==> src/rtl/rr_arb_mux.sv <==
// Registered N-way stream mux with round-robin (MODE=0) or fixed-priority (MODE=1) arbitration; 1-cycle latency.
// Backpressure: out_ready low freezes the output register, grant and pointer. Optional packet lock: RR_ARB_MUX_LOCK_EN.
module rr_arb_mux #(
  parameter int WIDTH    = 32,
  parameter int CHANNELS = 4,
  parameter int SEL_W    = 2,
  parameter int MODE     = 0
) (
  input  logic                      clk,
  input  logic                      reset,
  input  logic [CHANNELS-1:0]       in_valid,
  input  logic [CHANNELS*WIDTH-1:0] in_data,
`ifdef RR_ARB_MUX_LOCK_EN
  input  logic [CHANNELS-1:0]       in_lock,
`endif
  output logic [CHANNELS-1:0]       in_ready,
  output logic                      out_valid,
  output logic [WIDTH-1:0]          out_data,
  output logic [SEL_W-1:0]          out_sel,
  input  logic                      out_ready
);

  logic [SEL_W-1:0]    ptr;
  logic [SEL_W-1:0]    start;
  logic [SEL_W-1:0]    gidx;
  logic [SEL_W-1:0]    ptr_next;
  logic [CHANNELS-1:0] req;
  logic [WIDTH-1:0]    gdata;
  logic                found;
  logic                load_en;
  logic                xfer;
  logic                hold_lock;

`ifdef RR_ARB_MUX_LOCK_EN
  logic             locked;
  logic [SEL_W-1:0] lock_ch;

  // While a packet is in flight only its owner may request.
  always_comb begin
    req = in_valid;
    if (locked) begin
      for (int k = 0; k < CHANNELS; k++) begin
        if (int'(lock_ch) != k) req[k] = 1'b0;
      end
    end
  end

  assign hold_lock = in_lock[gidx];
`else
  assign req       = in_valid;
  assign hold_lock = 1'b0;
`endif

  assign load_en = !out_valid || out_ready;
  assign start   = (MODE == 0) ? ptr : '0;
  assign xfer    = load_en && found;

  always_comb begin
    int idx;
    found = 1'b0;
    gidx  = '0;
    idx   = 0;
    for (int k = 0; k < CHANNELS; k++) begin
      idx = int'(start) + k;
      if (idx >= CHANNELS) idx = idx - CHANNELS;
      if (!found && req[idx]) begin
        found = 1'b1;
        gidx  = SEL_W'(idx);
      end
    end
  end

  always_comb begin
    gdata = '0;
    for (int k = 0; k < CHANNELS; k++) begin
      if (int'(gidx) == k) gdata = in_data[k*WIDTH +: WIDTH];
    end
  end

  always_comb begin
    in_ready = '0;
    if (xfer) in_ready[gidx] = 1'b1;
  end

  assign ptr_next = (int'(gidx) == CHANNELS - 1) ? '0 : gidx + 1'b1;

  always_ff @(posedge clk or posedge reset) begin
    if (reset) begin
      out_valid <= 1'b0;
      out_data  <= '0;
      out_sel   <= '0;
      ptr       <= '0;
`ifdef RR_ARB_MUX_LOCK_EN
      locked    <= 1'b0;
      lock_ch   <= '0;
`endif
    end else if (load_en) begin
      if (xfer) begin
        out_valid <= 1'b1;
        out_data  <= gdata;
        out_sel   <= gidx;
        if (MODE == 0 && !hold_lock) ptr <= ptr_next;
`ifdef RR_ARB_MUX_LOCK_EN
        locked    <= hold_lock;
        lock_ch   <= gidx;
`endif
      end else begin
        out_valid <= 1'b0;
      end
    end
  end

endmodule

==> config.mk <==
export PLATFORM = sky130hd
export DESIGN_NAME = rr_arb_mux
export DESIGN_NICKNAME = d
export VERILOG_FILES = /design/src/rtl/rr_arb_mux.sv
export SDC_FILE = /design/constraint.sdc
export NUM_CORES = 1
export LEC_CHECK = 0
export CAP_MARGIN = 40
export CORE_MARGIN = 4
export CORE_UTILIZATION = 37
export DETAILED_ROUTE_END_ITERATION = 16
export GPL_TIMING_DRIVEN = 0
export PLACE_DENSITY = 0.79
export SETUP_SLACK_MARGIN = 0.4
export SYNTH_ARGS = -nofsm -noshare
export SYNTH_HDL_FRONTEND = slang
export SYNTH_SLANG_ARGS = --single-unit
==> constraint.sdc <==
create_clock -name clk -period 3.64 [get_ports clk]
set_input_delay 0.91 -clock clk [delete_from_list [all_inputs] [get_ports clk]]
set_output_delay 0.91 -clock clk [all_outputs]
set_load 0.05 [all_outputs]
==> results of run 1 <==
-- repair_timing --
action,CTS,global route
endpoints found under the setup margin,35,3
pin swaps,5,5
resized for setup,89,11
endpoints found under the hold margin,0,0
gates cloned,0,0
buffers inserted,7,5
-- stage by stage --
step / power (mW) / cell area, sq um
2_1_floorplan: 2.45 / 2660
3_3_place_gp: 3.25 / 4520
3_5_place_dp: 3.30 / 4520
4_1_cts: 3.80 / 4840
5_1_grt: 4.03 / 4920
6_report: 3.84 / 4920
-- report_power, final --
part	internal [mW]	leakage, nW	switching (mW)	total, mW
Sequential	0.611	0.426	0.124	0.735
Clock	0.151	0.0443	0.152	0.303
Combinational	1.17	1.59	1.63	2.80
-- flip-flops by register name, indices dropped and copies added (netlist names) --
register,count
out_data,32
out_sel,2
out_valid,1
ptr,2
-- metal layers --
metal,GRT usage [%],routed length (um),up-vias
met1,26.4,4170,1496
met2,42.3,5180,134
li1,-,-,1448
met3,5.69,776,21
met4,6.72,190,0
met5,0,0,-
-- cell families (layout without fill, tap and decap cells) --
logic type	Yosys count	after routing
AOI/OAI and AO/OA	135	135
adders and majority gates	4	4
buffers and inverters	65	257
DFF	37	37
muxes	1	1
and+or+nand+nor	54	54
-- placed cells by master (no fill, tap or decap), drive strengths merged --
cell type / Yosys / routed
a211o: 31 / 31
a21o: 1 / 1
a21oi: 66 / 66
a221oi: 32 / 32
and2: 4 / 4
buf: 20 / 40
clkbuf: 9 / 16
clkdlybuf4s50: 0 / 165
dfrtp: 37 / 37
ha: 4 / 4
inv: 36 / 36
mux2: 1 / 1
nand2: 8 / 8
nand2b: 1 / 1
nor2: 34 / 34
nor2b: 4 / 4
nor3b: 2 / 2
nor4: 1 / 1
o21ai: 3 / 3
o22ai: 1 / 1
o32ai: 1 / 1
-- worst max path at each step --
stage	startpoint	to	slack, ps	cells past startpoint
2_1_floorplan	in_valid[2]	in_ready[3]	370	8
3_3_place_gp	in_valid[1]	in_ready[1]	-1110	9
3_5_place_dp	in_valid[1]	in_ready[3]	-1200	10
4_1_cts	in_valid[1]	in_ready[3]	400	10
5_1_grt	in_valid[2]	in_ready[3]	390	9
6_report	in_valid[1]	in_ready[3]	410	10
-- area by class of cell --
| type | instances | area (sq um) |
|---|---|---|
| clock buffer | 7 | 86.3 |
| timing repair buffer | 185 | 1840 |
| multi-input combinational | 194 | 1560 |
| tap | 96 | 120 |
| fill | 548 | 1950 |
| buffer | 29 | 244 |
| sequential | 37 | 926 |
| inverter | 36 | 135 |
-- worst min-delay path, cell delays in order (launching register included) --
cell and delay, ps:
dfrtp_1 350, nand2_1 50, o21ai_1 60
==> impl_metrics.yaml, run 1 <==
drt:
  dr.first_iter.drc_count: 72
  ant_nets: 0
  viasPerCell: 5.31
  routed_wl_mm: 10.3
  drc_errors: 0
  post_drt_wl_per_cell_um: 17.7
  vias: 3099
  dr.pass1.iters: 4
power:
  power_density_nw_per_um2: 780
  ir_drop_v: 0.000385
  power_leakage_nw: 2.06
sta:
  max_freq_mhz: 310
  fin_ws_ps: 413
  hold_viol: 0
  setup_viol: 0
  maxSlewViolCount: 0
  skew_ps: 4.25
  hold_slack_ps: 500
  tns_ps: 0
  worstMarginPinSlew_ps: 820
  rsz0062_at_grt: "no"
  timing.final.crit_share_pct: 88.6
  relSlewSlack_pct: 45.3
  fin_crit_ps: 3230
final_layout:
  fin_nets: 627
  area_growth_pct: 85.2
  fin_util_pct: 71.6
  antennaDiodeCount: 0
  final_layout_size_suffix_gt1_share_pct: 24.6
  stdcell_count: 584
placed_design:
  dp_cells: 565
  place_ws_ps: -1200
  hpwl_mm: 7.75
  gp_congestion: 0.806
  io_buffers: 173
min_path:
  worstHoldPathCells: 2
  min_from: "out_sel[1]"
  hold_path_end: "out_sel[1]"
  holdCritPathClass: "flop to flop"
global_routing:
  grt_pass1_wl_mm: 15.8
  antenna_found_initial: 0
  grt_pass1_vias: 3212
  grt-ovfl-total: 0
  track_usage_pct: 23.1
  grt_max_degree: 38
worst_setup_path:
  crit_chain: "buf_12 -> nand2b_4 -> nor3b_4 -> o22ai_4 -> inv_2 -> ha_4 -> clkbuf_16 -> buf_8 -> and2_4 -> buf_8"
  max_stage_delay_ps: 200
  cp_num_buf_inv: 5
  crit_arrival_ps: 2320
  r2r-end: "out_data[18]"
  critical-path-top-delay-family: "buffers and inverters"
  r2r_slack_ps: 1190
  worst_path_max_delay_cell: "o22ai_4"
  critPathRequiredTime_ps: 2730
  crit_path_end_kind: "output port"
  regToRegStartpoint: "ptr[0]"
  path_common_cell: "buf_8"
  crit_type: "input pin to output port"
  crit_fanout: 4
  start_kind: "input pin"
  reg2reg_depth: 12
clock_network:
  worst_skew_pair.late_latency_ps: 290
  cts.sinks: 37
  path_clk_slew_ps: 70
  cts_buffers: 5
  h-tree-depth: 2
  postCtsHoldBufs: 0
  cts_buffer_depth: 2
  cts-root-buf: "clkbuf_8"
  cts_tree: "yes"
yosys:
  synth-simple-area-share_pct: 9.71
  synth_compound_area_share_pct: 41.7
  synth_warnings: 0
  async_flop_share_pct: 100
  netlist_top_cells_area: "dfrtp_1, a21oi_2, a221oi_1, a211o_1, inv_1"
  yosys-top-cells-count: "a21oi_2, dfrtp_1, inv_1, nor2_1, a221oi_1"
  synth_top_area_share_pct: 34.9
  syn_area_sq_um: 2650
  yosysTopAreaCell: "dfrtp_1"
  synth_top_family_by_area: "compound AO/OA/AOI/OAI gates"
  synth-main-ff-cell: "dfrtp_1"
  synth_area_per_cell_sq_um: 8.97
  synth.area.mux_share_pct: 0.424
  yosys.area_share.xor_xnor_pct: 0
  yosysUniqueCellTypes: 25
  syn-num-nets: 435
  yosys.cell_count.top_type: "a21oi_2"
  ys_ff_latch: 37
  synth-edff-count: 0
  ys_seq_area_share_pct: 34.9
  synthCells: 296
  yosys.area_share.adder_pct: 1.89
floorplan:
  std_cell_rows: 30
  core_area_sq_um: 6870
  die_h_um: 92.7
  die_area_sq_um: 8590
  dieWidth_um: 92.7
  start_util_pct: 38.6
  pin_count: 174
outcome:
  status: "complete, no violations"
run:
  cap_viol_max_count: 0
Note: power is estimated with default switching activity, not from simulation.
==> inputs of run 2 (changes only) <==
- clock period: 3.64 -> 3.5 ns (I/O delays scaled with it)
==> run 2 against run 1 <==
  * Global-route usage shrank 0.090 points
  * Combinational power grew 4%
  * Clock skew rose by 5.0 ps
  * Sequential share of layout area is essentially flat
  * First-iteration DRC count shrank 13%
  * Flip-flop and latch count is the same
  * Cell count grew 0.68%
  * Total power is 3.5% higher
  * Clock power fell by 6%
  * Count of clock-buffer cells in the layout increased by 1
  * Setup slack worse by 26 ps
  * Worst hold slack improved by 7.2 ps
  * Largest cell class unchanged
==> impl_metrics.yaml, run 2 (synthesis gave the netlist of run 1 again) <==
sta:
  fin_crit_ps: 3110
  rsz0062_at_grt: "yes"
  hold_slack_ps: 507
  worstMarginPinSlew_ps: 807
  setup_viol: 0
  max_freq_mhz: 321
  skew_ps: 9.23
  relSlewSlack_pct: 46.1
  hold_viol: 0
  timing.final.crit_share_pct: 88.9
  maxSlewViolCount: 0
final_layout:
  area_growth_pct: 85.6
  antennaDiodeCount: 0
  seq_area_sq_um: 926
  fill_cells: 547
  fin_nets: 630
  top_register: "out_data"
  design_area_sq_um: 4930
  top_regs: "out_data x32, out_sel x2, ptr x2"
  mostFrequentLayoutCells: "clkdlybuf4s50_1, a21oi_2, dfrtp_1, inv_1, nor2_1"
  multiInputGateArea_sq_um: 1560
  final_common_cell: "clkdlybuf4s50_1"
  largest_register_ffs: 32
  final_layout_size_suffix_gt1_share_pct: 24.8
  stdcell_count: 588
placed_design:
  hpwl_mm: 7.62
  dp_cells: 565
  postPlaceCellArea_sq_um: 4530
  io_buffers: 173
  gp_congestion: 0.807
power:
  power_leakage_nw: 2.07
  power_density_nw_per_um2: 806
  p_total_mw: 3.97
  ir_drop_v: 0.000348
floorplan:
  die_h_um: 92.7
  core_area_sq_um: 6870
  die_area_sq_um: 8590
  pin_count: 174
  start_util_pct: 38.6
  dieWidth_um: 92.7
  std_cell_rows: 30
worst_setup_path:
  crit_fanout: 4
  crit_type: "input pin to output port"
  start_kind: "input pin"
  crit_arrival_ps: 2240
  critPathRequiredTime_ps: 2620
  crit_path_end_kind: "output port"
drt:
  dr.first_iter.drc_count: 63
  post_drt_wl_per_cell_um: 17.3
  drc_errors: 0
  ant_nets: 0
  routed_wl_mm: 10.1
  dr.pass1.iters: 4
  viasPerCell: 5.10
  vias: 3001
outcome:
  status: "complete, no violations"
clock_network:
  cts_buffers: 5
  cts_buffer_depth: 2
  path_clk_slew_ps: 70
  cts.sinks: 37
  cts_tree: "yes"
  worst_skew_pair.late_latency_ps: 280
  h-tree-depth: 2
  cts-root-buf: "clkbuf_8"
  postCtsHoldBufs: 0
global_routing:
  grt-ovfl-total: 0
  grt_pass1_wl_mm: 15.7
  grt_max_degree: 38
  grt_pass1_vias: 3205
  track_usage_pct: 23.0
  antenna_found_initial: 0
min_path:
  holdCritPathClass: "flop to flop"
run:
  cap_viol_max_count: 0
==> run 2: cell types whose count changed in the layout (fill, tap and decap cells not counted), sizes merged <==
cell | before | now
buf | 40 | 44
==> run 2: power by group <==
| part | switching (mW) | internal (mW) | total [mW] |
|---|---|---|---|
| registers | 0.131 | 0.635 | 0.766 |
| logic | 1.70 | 1.22 | 2.92 |
| clock network | 0.145 | 0.142 | 0.286 |
==> run 2: final timing paths <==
check / from / to / slack, ps / cells after the start
worst min register to register: out_sel[0] / out_sel[0] / 510 / 2
worst max-delay path: in_valid[1] / in_ready[3] / 390 / 10
worst max register to register: ptr[1] / out_data[12] / 1010 / 11
max in group asynchronous: reset / out_data[21] / 1910 / 2
worst min-delay path: out_sel[0] / out_sel[0] / 510 / 2
min in group asynchronous: reset / out_data[4] / 1060 / 2
==> run 2: critical path, cell delays in order <==
cell      delay, ps
buf_8            90
nand2b_4        130
nor3b_4         150
o22ai_4         190
inv_2           110
ha_4            180
buf_8           120
buf_12          110
and2_4          130
buf_8           140
==> run 2: timing repair <==
item | 4_1_cts | 5_1_grt
buffers inserted | 11 | 4
endpoints found under the setup margin | 35 | 4
pin swaps | 4 | 6
gates resized for setup | 80 | 17
==> run 2: routing by layer <==
metal	up-vias	routed length, um	GRT usage (%)
met5	-	0	0
met4	0	87	5.13
li1	1456	-	-
met2	121	5150	42.9
met3	8	864	6.17
met1	1416	4050	26.0
==> run 2: final cells by class <==
type	instances	area share [%]
timing repair buffer	188	37.9
buffer	29	4.80
clock buffer	8	1.63
sequential	37	18.8
inverter	36	2.74
multi-input combinational	194	31.7
tap	96	2.44
==> run 2: stage by stage <==
| stage | TNS [ps] | util [%] | worst slack [ps] |
|---|---|---|---|
| finish | 0 | 71.7 | 387 |
| global route | 0 | 71.7 | 315 |
| CTS | 0 | 70.3 | 307 |
| detailed placement | -3930 | 66.0 | -1110 |
| global placement | -3790 | 66.0 | -1070 |
| floorplan | 0 | - | 386 |
